==> src/rtl/camera_step_ctrl.sv <==
// camera_step_ctrl: frame-synchronous sequencer for the virtual camera's
// one-cycle step_left/step_right inputs. It arbitrates manual buttons
// (tap plus hold-to-repeat), timed auto-rotate and shortest-path homing.
// It also keeps a shadow of the 6-bit camera offset.
// Optional build macro: CAM_AUTO_PINGPONG_EN. When defined, auto-rotate
// sweeps back and forth over offsets 0..32 instead of spinning right.
module camera_step_ctrl #(
  parameter int HOLD_FRAMES   = 30,
  parameter int REPEAT_FRAMES = 4,
  parameter int AUTO_FRAMES   = 2,
  parameter int TICK_W        = 6
) (
  input  logic       clk,
  input  logic       reset,
  input  logic       frame_tick,
  input  logic       btn_left,
  input  logic       btn_right,
  input  logic       auto_en,
  input  logic       home,
  output logic       step_left,
  output logic       step_right,
  output logic [5:0] cam_offset,
  output logic [2:0] state
);

  typedef enum logic [2:0] {
    S_IDLE   = 3'd0,
    S_PRESS  = 3'd1,
    S_HOLD   = 3'd2,
    S_REPEAT = 3'd3,
    S_AUTO   = 3'd4,
    S_HOME   = 3'd5
  } state_t;

  localparam logic [TICK_W-1:0] HOLD_T   = TICK_W'(HOLD_FRAMES);
  localparam logic [TICK_W-1:0] REPEAT_T = TICK_W'(REPEAT_FRAMES);
  localparam logic [TICK_W-1:0] AUTO_T   = TICK_W'(AUTO_FRAMES);

  state_t            st, st_nxt;
  logic [TICK_W-1:0] cnt, cnt_nxt, cnt_inc;
  logic              dir_r, dir_nxt;      // latched press direction, 1 = right
  logic              btn_l_d, btn_r_d;    // previous-cycle button levels
  logic              step_l_nxt, step_r_nxt;
  logic [5:0]        off_eff;
  logic              ev_l, ev_r, both, held;
`ifdef CAM_AUTO_PINGPONG_EN
  logic              pp_right, pp_nxt;    // sweep direction, 1 = right
`endif

  // Offset after applying a (mutually exclusive) right/left step, mod 64.
  function automatic logic [5:0] off_step(input logic [5:0] off,
                                          input logic       r,
                                          input logic       l);
    off_step = off;
    if (r)      off_step = off + 6'd1;
    else if (l) off_step = off - 6'd1;
  endfunction

  // A button event is a fresh rising edge of one button while the other is low.
  assign ev_l    = btn_left  & ~btn_l_d & ~btn_right;
  assign ev_r    = btn_right & ~btn_r_d & ~btn_left;
  assign both    = btn_left & btn_right;
  assign held    = dir_r ? btn_right : btn_left;
  assign cnt_inc = cnt + TICK_W'(1);
  // Offset including the step currently on the wire, so decisions never act
  // on a stale shadow even when frame ticks arrive back to back.
  assign off_eff = off_step(cam_offset, step_right, step_left);
  assign state   = st;

  // Next-state, tick counter and step-request decode.
  always_comb begin
    st_nxt     = st;
    cnt_nxt    = cnt;
    dir_nxt    = dir_r;
    step_l_nxt = 1'b0;
    step_r_nxt = 1'b0;
`ifdef CAM_AUTO_PINGPONG_EN
    pp_nxt     = pp_right;
`endif
    case (st)
      S_IDLE: begin
        if (home) begin
          st_nxt = S_HOME;
        end else if (ev_l || ev_r) begin
          st_nxt  = S_PRESS;
          dir_nxt = ev_r;
        end else if (auto_en && !btn_left && !btn_right) begin
          st_nxt  = S_AUTO;
          cnt_nxt = '0;
`ifdef CAM_AUTO_PINGPONG_EN
          pp_nxt  = 1'b1;
`endif
        end
      end
      S_PRESS: begin
        if (both) begin
          st_nxt = S_IDLE;
        end else if (frame_tick) begin
          step_r_nxt = dir_r;
          step_l_nxt = ~dir_r;
          st_nxt     = S_HOLD;
          cnt_nxt    = '0;
        end
      end
      S_HOLD: begin
        if (both || !held) begin
          st_nxt = S_IDLE;
        end else if (frame_tick) begin
          if (cnt_inc == HOLD_T) begin
            st_nxt  = S_REPEAT;
            cnt_nxt = '0;
          end else begin
            cnt_nxt = cnt_inc;
          end
        end
      end
      S_REPEAT: begin
        if (both || !held) begin
          st_nxt = S_IDLE;
        end else if (frame_tick) begin
          if (cnt_inc == REPEAT_T) begin
            step_r_nxt = dir_r;
            step_l_nxt = ~dir_r;
            cnt_nxt    = '0;
          end else begin
            cnt_nxt = cnt_inc;
          end
        end
      end
      S_AUTO: begin
        if (home) begin
          st_nxt = S_HOME;
        end else if (ev_l || ev_r) begin
          st_nxt  = S_PRESS;
          dir_nxt = ev_r;
        end else if (!auto_en) begin
          st_nxt = S_IDLE;
        end else if (frame_tick) begin
          if (cnt_inc == AUTO_T) begin
            cnt_nxt = '0;
`ifdef CAM_AUTO_PINGPONG_EN
            // At or above 32 head left; at 0 head right; else keep sweeping.
            if (off_eff >= 6'd32) begin
              step_l_nxt = 1'b1;
              pp_nxt     = 1'b0;
            end else if (off_eff == 6'd0) begin
              step_r_nxt = 1'b1;
              pp_nxt     = 1'b1;
            end else begin
              step_r_nxt = pp_right;
              step_l_nxt = ~pp_right;
            end
`else
            step_r_nxt = 1'b1;
`endif
          end else begin
            cnt_nxt = cnt_inc;
          end
        end
      end
      S_HOME: begin
        if (off_eff == 6'd0) begin
          st_nxt = S_IDLE;
        end else if (frame_tick) begin
          // Offsets 32..63 are closer to 0 going right (through the wrap).
          step_r_nxt = off_eff[5];
          step_l_nxt = ~off_eff[5];
        end
      end
      default: st_nxt = S_IDLE;
    endcase
  end

  // State, counter, button history and the registered step/offset outputs.
  always_ff @(posedge clk or posedge reset) begin
    if (reset) begin
      st         <= S_IDLE;
      cnt        <= '0;
      dir_r      <= 1'b0;
      btn_l_d    <= 1'b0;
      btn_r_d    <= 1'b0;
      step_left  <= 1'b0;
      step_right <= 1'b0;
      cam_offset <= 6'd0;
`ifdef CAM_AUTO_PINGPONG_EN
      pp_right   <= 1'b1;
`endif
    end else begin
      st         <= st_nxt;
      cnt        <= cnt_nxt;
      dir_r      <= dir_nxt;
      btn_l_d    <= btn_left;
      btn_r_d    <= btn_right;
      step_left  <= step_l_nxt;
      step_right <= step_r_nxt;
      cam_offset <= off_eff;
`ifdef CAM_AUTO_PINGPONG_EN
      pp_right   <= pp_nxt;
`endif
    end
  end

endmodule
==> config.mk <==
export PLATFORM = sky130hd
export DESIGN_NAME = camera_step_ctrl
export DESIGN_NICKNAME = d
export VERILOG_FILES = /design/src/rtl/camera_step_ctrl.sv
export SDC_FILE = /design/constraint.sdc
export NUM_CORES = 1
export LEC_CHECK = 0
export BUFFER_PORTS_ARGS = -buffer_cell sky130_fd_sc_hd__buf_2
export CAP_MARGIN = 0
export CORE_MARGIN = 1
export CORE_UTILIZATION = 45
export DETAILED_ROUTE_END_ITERATION = 7
export PLACE_DENSITY_LB_ADDON = 0.12
export SLEW_MARGIN = 30
export SYNTH_ARGS = -nofsm -noshare
export SYNTH_HDL_FRONTEND = slang
export SYNTH_SLANG_ARGS = --single-unit
export TNS_END_PERCENT = 50
==> constraint.sdc <==
create_clock -name clk -period 3.09 [get_ports clk]
set_clock_uncertainty 0.2 [all_clocks]
set_input_delay 0.4635 -clock clk [delete_from_list [all_inputs] [get_ports clk]]
set_output_delay 0.4635 -clock clk [all_outputs]
set_load 0.01 [all_outputs]
==> impl_metrics.tcl <==
set metrics [dict create \
    ys_seq_area_share_pct 32.9 \
    syn_to_final_growth_pct 8.05 \
    irDropWorstVdd_v 0.000259 \
    period_share_pct 82.4 \
    routabilityCongestion 0.843 \
    initial_core_util_pct 48.7 \
    max-clock-path-buffers 2 \
    port-buffer-count 17 \
    cts_sinks 20 \
    tightestPinTransition_ps 818 \
    die_x_microns 60.2 \
    synth_top_flop_cell "dfrtp_1" \
    synth_area_per_cell_sq_um 8.75 \
    power_density_nw_per_um2 833 \
    rows 20 \
    cts_tree "done" \
    r2r_slack_ps 540 \
    grt_usage_pct 20.5 \
    rsz0062_at_grt "false" \
    syn_nets 186 \
    synth-edff-count 0 \
    p_leak_uw 0.000730 \
    grt_max_degree 21 \
    yosysUniqueCellTypes 60 \
    hold_viol 0 \
    drv_slew 0 \
    num_vias 1351 \
    clk_root_buffer_cell "clkbuf_4" \
    end_kind "register" \
    ys_ff_latch 20 \
    ys_warn_count 0 \
    first_pass_iters 4 \
    post_cts_buffers 0 \
    critPathKind "register to register" \
    drive_above_1_share_pct 17.2 \
    reg2reg_depth 7 \
    cts_buffers 3 \
    overflow 0 \
    h-tree-depth 1 \
    crit_fanout 9 \
    async_flop_share_pct 100 \
    core_area_sq_um 3130 \
    hpwl_microns 2490 \
    r2r_start "cnt[0]$_DFFE_PP0P_" \
    cp_data_required_time_ps 3090 \
    max_freq_mhz 393 \
    max_cap_violations 0 \
    hold_buffers 0 \
    worstPathArrival_ps 2550 \
    timing.hold.ws_ps 93.2 \
    worstHoldPathType "input port to async pin" \
    worstReg2RegEnd "state[1]$_DFFE_PP0P_" \
    status "complete, no violations" \
    syn-cell-area_sq_um 1520 \
    period_minus_slack_ps 2550 \
    drt_wl_total_microns 3360 \
    nets 199 \
    cts_resized 0 \
    n_antenna_cell 0 \
    drtAntennaViolNets 0 \
    finish.utilization_pct 52.6 \
    path_clk_slew_ps 120 \
    grt_pass1_wl_microns 5660 \
    drt_iter0_drc 71 \
    worstSetupStartpointType "register" \
    synthCells 174 \
    die_area_sq_um 3620 \
    wire_per_inst_microns 14.6 \
    routed_via_density 5.87 \
    setup_viol 0 \
    clk_latency_ps 310 \
    drc 0 \
    tns_ps 0 \
    ios 18 \
    grt_pass1_vias 1273 \
    relSlewSlack_pct 45.4 \
    antenna_found_initial 0 \
    die_h_microns 60.2 \
]
==> power breakdown <==
part	internal, uW	leakage, uW	total [uW]	switching (uW)
clock network	131	0.0000279	218	86.7
logic	279	0.000449	627	348
registers	350	0.000253	526	176
==> worst max-delay path by stage <==
stage,slack [ps],depth (start not counted),start,endpoint
after floorplan,710,8,cnt[0]$_DFFE_PP0P_,state[1]$_DFFE_PP0P_
after global placement,590,7,cnt[0]$_DFFE_PP0P_,state[1]$_DFFE_PP0P_
after detailed placement,580,7,cnt[0]$_DFFE_PP0P_,state[1]$_DFFE_PP0P_
after CTS,550,7,cnt[0]$_DFFE_PP0P_,state[1]$_DFFE_PP0P_
after global routing,470,7,cnt[0]$_DFFE_PP0P_,state[1]$_DFFE_PP0P_
final,540,7,cnt[0]$_DFFE_PP0P_,state[1]$_DFFE_PP0P_
==> kinds of logic (layout without fill, tap and decap cells) <==
kind of cell / Yosys count / in the layout / share of synthesized area, %
simple gates: 69 / 69 / 26.0
flops: 20 / 20 / 32.9
fa+ha+maj: 5 / 5 / 4.11
buf+inv: 18 / 30 / 6.82
mux: 6 / 6 / 4.11
compound gates: 49 / 49 / 22.1
xor+xnor: 7 / 7 / 4.03
==> per-stage QoR <==
step                area [sq um]  total power (uW)  instances  setup slack, ps
CTS                         1650              1370        230              552
detailed placement          1590              1150        226              584
global route                1650              1490        230              474
global placement            1590              1130        226              585
finish                      1650              1370        230              543
floorplan                   1520               989        174              710
==> area by class of cell <==
cell class / count / area [sq um]
tap: 44 / 55.1
multi-input combinational: 136 / 918
sequential: 20 / 500
clock buffer: 3 / 22.5
inverter: 9 / 33.8
clock inverter: 1 / 30.0
fill: 298 / 1480
timing repair buffer: 17 / 85.1
==> worst max-delay path: stages, from the launching register on <==
cell and delay, ps:
dfrtp_1 500, ha_1 350, and3_4 230, and3_1 150, or3_1 380, a21bo_2 240
nand2_1 80, mux2_1 320
==> flip-flops by register name (all words and copies together) (netlist names) <==
signal / cells
btn_l_d: 1
btn_r_d: 1
cam_offset: 6
cnt: 6
dir_r: 1
state: 3
step_left: 1
step_right: 1
==> layer usage <==
layer | GRT usage [%] | wire [microns] | up-vias
met5 | 0 | 0 | -
met2 | 32.2 | 1620 | 43
met1 | 28.4 | 1550 | 641
met4 | 8.31 | 24 | 0
met3 | 2.38 | 157 | 4
li1 | - | - | 663
==> placed cells by master, fill, tap and decap left out, types with 6 or more instances in the layout <==
| cell | count |
|---|---|
| nor2_1 | 10 |
| a21oi_1 | 12 |
| nor3_1 | 7 |
| buf_2 | 17 |
| nand2_1 | 16 |
| a31oi_1 | 6 |
| dfrtp_1 | 20 |
| inv_1 | 9 |
| nand3_1 | 6 |
==> cell usage after synthesis, drive strengths merged (5+ instances only) <==
cell | count | area, sq um
nand3 | 6 | 30.0
a21oi | 12 | 60.1
buf | 9 | 70.1
nand2 | 16 | 60.1
dfrtp | 20 | 500
nor3 | 8 | 45.0
nor2 | 10 | 37.5
inv | 9 | 33.8
o21ai | 6 | 30.0
ha | 5 | 62.6
a31oi | 6 | 37.5
(Power assumes the default switching activity.)
